==> config.mk <==
export PLATFORM = sky130hd
export DESIGN_NAME = ov7670_capture_writer
export DESIGN_NICKNAME = d
export VERILOG_FILES = /design/src/rtl/ov7670_capture_writer.sv
export SDC_FILE = /design/constraint.sdc
export NUM_CORES = 1
export LEC_CHECK = 0
export ABC_AREA = 1
export ABC_CLOCK_PERIOD_IN_PS = 2000
export CAP_MARGIN = 15
export CORE_ASPECT_RATIO = 1.5
export CORE_MARGIN = 2
export CORE_UTILIZATION = 55
export CTS_BUF_LIST = sky130_fd_sc_hd__clkbuf_4
export DETAILED_ROUTE_END_ITERATION = 10
export PLACE_DENSITY = 0.79
export SLEW_MARGIN = 20
export SYNTH_ARGS = -nofsm -noshare
export SYNTH_HDL_FRONTEND = slang
export SYNTH_SLANG_ARGS = --single-unit
==> constraint.sdc <==
create_clock -name clk_write -period 2 [get_ports clk_write]
set_clock_uncertainty 0.05 [all_clocks]
set_input_delay 0.2 -clock clk_write [delete_from_list [all_inputs] [get_ports clk_write]]
set_output_delay 0.2 -clock clk_write [all_outputs]
set_load 0.01 [all_outputs]
==> src/rtl/ov7670_capture_writer.sv <==
// OV7670 capture front end: pairs camera bytes into RGB565 pixels and writes them to the pixel FIFO.
// Optional build macro CAPTURE_DECIM_EN enables 2:1 decimation in both axes.
module ov7670_capture_writer #(
  parameter int unsigned H_PIXELS      = 640,
  parameter int unsigned V_LINES       = 480,
  parameter int unsigned OVF_CNT_WIDTH = 16
) (
  input  logic                     clk_write,
  input  logic                     rst_n,
  input  logic                     enable,
  input  logic                     cam_vsync,
  input  logic                     cam_href,
  input  logic [7:0]               cam_data,
  input  logic                     fifo_full,
  output logic                     fifo_write,
  output logic [15:0]              fifo_data,
  output logic                     busy,
  output logic                     frame_done,
  output logic                     frame_err,
  output logic                     overflow,
  output logic [OVF_CNT_WIDTH-1:0] ovf_count
);

  localparam int unsigned PIX_W  = $clog2(2 * H_PIXELS + 1);
  localparam int unsigned LINE_W = $clog2(2 * V_LINES + 1);

  typedef enum logic [1:0] {IDLE, SYNC, ACTIVE} state_t;

  state_t                   state_q, state_d;
  logic                     vsync_q, vsync_prev_q, href_q, href_prev_q;
  logic [7:0]               data_q;
  logic                     phase_q, phase_d;
  logic [7:0]               hi_q, hi_d;
  logic [PIX_W-1:0]         pix_cnt_q, pix_cnt_d;
  logic [LINE_W-1:0]        line_cnt_q, line_cnt_d;
  logic                     err_q, err_d;
  logic                     fifo_write_q, fifo_write_d;
  logic [15:0]              fifo_data_q, fifo_data_d;
  logic                     busy_q, busy_d;
  logic                     frame_done_q, frame_done_d;
  logic                     frame_err_q, frame_err_d;
  logic                     overflow_q, overflow_d;
  logic [OVF_CNT_WIDTH-1:0] ovf_count_q, ovf_count_d;

  logic              vsync_fall, vsync_rise, line_end, line_err, keep;
  logic [PIX_W-1:0]  pix_cnt_inc;
  logic [LINE_W-1:0] line_cnt_inc, line_cnt_final;

  assign vsync_fall   = vsync_prev_q & ~vsync_q;
  assign vsync_rise   = vsync_q & ~vsync_prev_q;
  // A vsync rise while href is still high closes the line in the same cycle.
  assign line_end     = href_prev_q & (~href_q | vsync_rise);
  assign pix_cnt_inc  = (pix_cnt_q == '1) ? pix_cnt_q : pix_cnt_q + PIX_W'(1);
  assign line_cnt_inc = (line_cnt_q == '1) ? line_cnt_q : line_cnt_q + LINE_W'(1);
  assign line_cnt_final = line_end ? line_cnt_inc : line_cnt_q;
  assign line_err     = line_end & ((pix_cnt_q != PIX_W'(H_PIXELS)) | phase_q);

`ifdef CAPTURE_DECIM_EN
  assign keep = ~pix_cnt_q[0] & ~line_cnt_q[0];
`else
  assign keep = 1'b1;
`endif

  always_comb begin
    state_d      = state_q;
    phase_d      = phase_q;
    hi_d         = hi_q;
    pix_cnt_d    = pix_cnt_q;
    line_cnt_d   = line_cnt_q;
    err_d        = err_q;
    fifo_write_d = 1'b0;
    fifo_data_d  = fifo_data_q;
    frame_done_d = 1'b0;
    frame_err_d  = 1'b0;
    overflow_d   = overflow_q;
    ovf_count_d  = ovf_count_q;
    unique case (state_q)
      IDLE: begin
        if (enable) begin
          state_d     = SYNC;
          overflow_d  = 1'b0;
          ovf_count_d = '0;
        end
      end
      SYNC: begin
        if (vsync_fall) begin
          state_d    = ACTIVE;
          pix_cnt_d  = '0;
          line_cnt_d = '0;
          err_d      = 1'b0;
          phase_d    = 1'b0;
        end
      end
      ACTIVE: begin
        if (line_end) begin
          line_cnt_d = line_cnt_inc;
          pix_cnt_d  = '0;
          phase_d    = 1'b0;
          if (line_err) err_d = 1'b1;
        end
        if (vsync_rise) begin
          frame_done_d = 1'b1;
          frame_err_d  = err_q | line_err | (line_cnt_final != LINE_W'(V_LINES));
          phase_d      = 1'b0;
          state_d      = enable ? SYNC : IDLE;
        end else if (href_q) begin
          if (!phase_q) begin
            hi_d    = data_q;
            phase_d = 1'b1;
          end else begin
            phase_d   = 1'b0;
            pix_cnt_d = pix_cnt_inc;
            if (keep) begin
              if (fifo_full) begin
                overflow_d = 1'b1;
                if (ovf_count_q != '1) ovf_count_d = ovf_count_q + OVF_CNT_WIDTH'(1);
              end else begin
                fifo_write_d = 1'b1;
                fifo_data_d  = {hi_q, data_q};
              end
            end
          end
        end else begin
          phase_d = 1'b0;
        end
      end
      default: state_d = IDLE;
    endcase
    busy_d = (state_d != IDLE);
  end

  always_ff @(posedge clk_write or negedge rst_n) begin
    if (!rst_n) begin
      state_q      <= IDLE;
      vsync_q      <= 1'b0;
      vsync_prev_q <= 1'b0;
      href_q       <= 1'b0;
      href_prev_q  <= 1'b0;
      data_q       <= '0;
      phase_q      <= 1'b0;
      hi_q         <= '0;
      pix_cnt_q    <= '0;
      line_cnt_q   <= '0;
      err_q        <= 1'b0;
      fifo_write_q <= 1'b0;
      fifo_data_q  <= '0;
      busy_q       <= 1'b0;
      frame_done_q <= 1'b0;
      frame_err_q  <= 1'b0;
      overflow_q   <= 1'b0;
      ovf_count_q  <= '0;
    end else begin
      state_q      <= state_d;
      vsync_q      <= cam_vsync;
      vsync_prev_q <= vsync_q;
      href_q       <= cam_href;
      href_prev_q  <= href_q;
      data_q       <= cam_data;
      phase_q      <= phase_d;
      hi_q         <= hi_d;
      pix_cnt_q    <= pix_cnt_d;
      line_cnt_q   <= line_cnt_d;
      err_q        <= err_d;
      fifo_write_q <= fifo_write_d;
      fifo_data_q  <= fifo_data_d;
      busy_q       <= busy_d;
      frame_done_q <= frame_done_d;
      frame_err_q  <= frame_err_d;
      overflow_q   <= overflow_d;
      ovf_count_q  <= ovf_count_d;
    end
  end

  assign fifo_write = fifo_write_q;
  assign fifo_data  = fifo_data_q;
  assign busy       = busy_q;
  assign frame_done = frame_done_q;
  assign frame_err  = frame_err_q;
  assign overflow   = overflow_q;
  assign ovf_count  = ovf_count_q;

endmodule

# After elaboration in Yosys (flattened, before gate mapping)
# Cells that the tools add are included.
# W data, S select, Z words.
[word_totals]
regBits = 82
in_bits = 14
out_inout_bits = 37
wordCells = 109
[classes]
add_sub_neg = 3
n_eq_ne = 17
n_mux = 46
bitwise = 14
reduce_logical = 11
[ops]
columns = ["operator", "count"]
rows = [
  ["$mux W16", 6],
  ["$mux W11", 6],
  ["$pmux W16 S2", 1],
  ["$mux W10", 3],
  ["$pmux W11 S2", 1],
  ["$mux W1", 21],
  ["$pmux W10 S2", 1],
  ["$ne A2 B2 Y1 const B", 9],
  ["$add A16 B1 Y16 const B", 1],
  ["$ne A16 B16 Y1 const B", 1],
  ["$add A11 B1 Y11 const B", 1],
  ["$eq A11 B11 Y1 const B", 1],
  ["$ne A11 B10 Y1 const B", 1],
  ["$add A10 B1 Y10 const B", 1],
  ["$eq A10 B10 Y1 const B", 1],
  ["$ne A10 B9 Y1 const B", 1],
  ["$reduce_and A4 Y1", 2],
  ["$reduce_and A7 Y1", 1],
  ["$mux W2", 3],
  ["$not A1 Y1", 6],
  ["$pmux W1 S2", 3],
  ["$pmux W2 S3", 1],
  ["$reduce_and A6 Y1", 1],
  ["$reduce_bool A2 Y1", 3],
  ["other kinds (9)", 15],
]

# Longest topological paths before layout
[depth]
depth_word = 9
mapped_depth = 14
mapped_depth_nobuf = 13

# Worst setup path before layout
# No wires, ideal clock.
[synth_timing]
path_type = "register to register"
startpoint = "register ovf_count_q[0] (netlist: ovf_count[0])"
endpoint = "register ovf_count_q[4] (netlist: ovf_count[4])"
setup_time_ns = 0.123
arrival_ns = 1.498
required_ns = 1.827
slack_ns = 0.329
path_stages_with_launch = 9
path_buffers = 0
synth_period_minus_slack_ns = 1.671
cell_sequence = "dfrtp_1 ha_1 nand2_1 nor3_4 nand4_1 nand2_4 nor2_1 a21oi_1 nor2_1"
[synth_between]
elab_chain_len = 7
word_cells_on_any_way = 10
cone_classes = "add/sub: 1; eq/ne: 2; mux: 6; reduce/logical: 1"
[synth_lines]
columns = ["item", "line", "text"]
rows = [
  ["start: declaration", "43", "logic [OVF_CNT_WIDTH-1:0] ovf_count_q, ovf_count_d;"],
  ["start signal: assignment", "170", "ovf_count_q <= ovf_count_d;"],
  ["$add A16 B1 Y16", "116", "if (ovf_count_q != '1) ovf_count_d = ovf_count_q + OVF_CNT_WIDTH'(1);"],
  ["$mux W16", "116", ""],
  ["$mux W16", "114", "if (fifo_full) begin"],
  ["$mux W16", "107", "if (!phase_q) begin"],
  ["$mux W16", "106", "end else if (href_q) begin"],
  ["$mux W16", "101", "if (vsync_rise) begin"],
  ["$pmux W16 S2", "77", "unique case (state_q)"],
]
# Several ways; a longest one is shown, not always the timed one. The select of a mux whose other input is x is not followed.
# A chain may end at the register's enable or synchronous reset.

# Worst setup path in the final report
[layout_timing]
startpoint = "register ovf_count_q[1] (netlist: ovf_count[1])"
endpoint = "register ovf_count_q[10] (netlist: ovf_count[10])"
# Same word-level chain as after synthesis.

==> results_dict.tcl <==
set metrics [dict create \
    p_leak_uw 0.00238 \
    fin_crit_ns 1.90 \
    area_growth_pct 22.8 \
    hp-class "input pin to register" \
    first_pass_iters 4 \
    setup.worst_path.end_class "register" \
    synth_nets 518 \
    timing.fmax_ghz 0.526 \
    p_per_area_nw_per_um2 822 \
    antenna_found_initial 0 \
    die_w_microns 74.7 \
    antenna_cells 0 \
    gp_congestion 0.903 \
    syn_area_per_cell_sq_um 8.24 \
    worstReg2RegStart "ovf_count[1]" \
    ant_nets 0 \
    clock-sinks 82 \
    num_io_pins 51 \
    seq_area_frac_synth 0.498 \
    ir_drop_mv 0.540 \
    vias 3717 \
    p_seq_frac 0.483 \
    dpl.hpwl_mm 6.71 \
    critPathMaxFanout 10 \
    finalHoldViolations 0 \
    yosysUniqueCellTypes 45 \
    pwr-share-clk 0.247 \
    rows 38 \
    path_common_cell "nand2_4" \
    mostFrequentLayoutCells "nand2_1, dfrtp_1, inv_1, clkdlybuf4s50_1, nor2_1" \
    core_sq_um 7230 \
    drt-initial-drc-count 207 \
    track_usage 0.240 \
    cpMaxStageDelayCell "dfrtp_1" \
    worstPathRequired_ns 2.32 \
    drive_gt1_frac 0.139 \
    hold_depth 1 \
    r2r_end "ovf_count[10]" \
    fin_tns_setup_ns 0 \
    grt_first_pass_wirelength_mm 15.1 \
    clockBufferDepth 2 \
    setup_viol_count_final 0 \
    power.switching_uw 1300 \
    tightestPinTransition_ns 0.384 \
    p_total_uw 4160 \
    cts_tree "built" \
    p_sw_frac 0.313 \
    drv_slew 0 \
    finish.utilization 0.700 \
    synth_area_sq_um 4120 \
    gr-total-overflow 0 \
    worst-path-buf-inv 1 \
    post-route-period-util 0.951 \
    viasPerCell 5.46 \
    cap_viol_max_count 0 \
    yosys_warnings 0 \
    status "finished, final reports clean" \
    dp_slack_ns 0.0865 \
    numPortBuffers 50 \
    holdPathEnd "vsync_q" \
    yosys_register_bits 82 \
    relSlewSlack 0.744 \
    grt_max_degree 43 \
    clkTransAtPathRegs_ns 0.12 \
    dp_cells 654 \
    die_h_microns 110 \
    h-tree-depth 3 \
    clk_latency_ns 0.42 \
    final.setup.worst_slack_ns 0.0990 \
    start_util 0.570 \
    path_cells "ha_4 > nand2_4 > nor3_4 > nand4_1 > nand2_4 > inv_6 > nand4_2 > nand2_1 > nor2_1" \
    drc 0 \
    grt_pass1_vias 3544 \
    cts_buffers 9 \
    finalNonFillerCells 681 \
    die_area_sq_um 8210 \
    nets 596 \
    wire_per_inst_microns 13.8 \
    p_comb_frac 0.270 \
    cp.arrival_ns 2.22 \
    rsz0062_at_grt "false" \
    r2r_cells 9 \
    final_common_cell "nand2_1" \
    rrSetupSlack_ns 0.1 \
    cp-start-kind "register" \
    max_stage_delay_ns 0.45 \
    critPathKind "register to register" \
    root_buffer "clkbuf_4" \
    p_int_uw 2860 \
    netlist_instances 500 \
    routed_wl_mm 9.41 \
    min-delay-start "cam_vsync" \
    critPathTopFamily "simple AND/OR/NAND/NOR gates" \
]
## sequential cells by signal (all words and copies together), names as in the netlist, 2 cells and up
name and count:
data_q 8, fifo_data 16, hi_q 8, line_cnt_q 10, ovf_count 16, pix_cnt_q 11
state_q 2
## per-layer routing
layer  wire, microns  part of all wire  track usage  up-vias
met5               0                 0            0        -
met4             298             0.032        0.149        0
met3             475             0.050       0.0364       27
met2            4930              0.52        0.420      143
met1            3710              0.39        0.268     1772
li1                -                 -            -     1775
## metrics by stage
stage / hold WS, ns / cell area, sq um
2_1_floorplan: -0.146 / 4120
3_3_place_gp: 0.0743 / 4800
3_5_place_dp: 0.0784 / 4800
4_1_cts: 0.137 / 4950
5_1_grt: 0.122 / 5060
6_report: 0.157 / 5060
## kinds of logic after synthesis
family                     count (synthesis)  synth area share
adders and majority gates                  4            0.0122
DFF                                       82             0.498
xor gates and xnor gates                   7            0.0149
buffers and inverters                     70            0.0711
AOI/OAI and AO/OA                         73             0.110
and+or+nand+nor                          264             0.294
## worst reg2reg max path, cell delays in order, from the launching register on
cell and delay (ns):
dfrtp_1 0.45, ha_4 0.18, nand2_4 0.07, nor3_4 0.27, nand4_1 0.28, nand2_4 0.23
inv_6 0.07, nand4_2 0.08, nand2_1 0.07, nor2_1 0.10
## worst max path at each step
stage | startpoint | endpoint | slack, ns | depth (start not counted)
floorplan | ovf_count[0] | ovf_count[4] | 0.33 | 8
global placement | ovf_count[0] | ovf_count[9] | 0.18 | 10
detailed placement | ovf_count[0] | ovf_count[9] | 0.09 | 10
CTS | ovf_count[0] | ovf_count[9] | 0.06 | 10
global route | ovf_count[0] | ovf_count[9] | 0.006 | 10
finish | ovf_count[1] | ovf_count[10] | 0.1 | 9
## cell type report
| class | count | area, sq um |
|---|---|---|
| fill | 614 | 2170 |
| sequential | 82 | 2050 |
| multi-input combinational | 349 | 1800 |
| timing repair buffer | 74 | 693 |
| inverter | 62 | 244 |
| tap | 100 | 125 |
| clock buffer | 10 | 75.1 |
| clock inverter | 4 | 68.8 |
## Yosys cell counts (all sizes together)
cell	instances	area [sq um]
o21ai	46	245
dfrtp	82	2050
a21oi	8	47.6
buf	5	37.5
nor2	51	223
nand3b	3	22.5
a22o	2	17.5
o22ai	6	56.3
a31o	1	8.76
nor3b	1	7.51
a31oi	1	6.26
clkinv	1	5.00
o211ai	1	7.51
ha	4	50.1
o2111ai	2	17.5
or2	2	15.0
o31ai	5	37.5
xnor2	1	8.76
o21a	1	7.51
xor2	6	52.6
clkbuf	3	11.3
nor4	3	18.8
nor3	8	56.3
nand3	30	150
and3	1	6.26
nand4	8	56.3
inv	61	239
nand2	157	656
## power groups by stage
stage | sequential [uW] | clock [uW] | combinational (uW)
finish | 2010 | 1030 | 1120
global route | 2030 | 1130 | 1240
CTS | 2000 | 1040 | 1020
detailed placement | 2040 | 0 | 1010
global placement | 2030 | 0 | 991
floorplan | 2060 | 0 | 588
## timing repair
item,4_1_cts,5_1_grt
hold buffers,1,0
hold endpoints to repair,82,0
resized for setup,0,4
endpoints found under the setup margin,0,9
buffers inserted,0,11
Power figures use the tool's default switching activity.
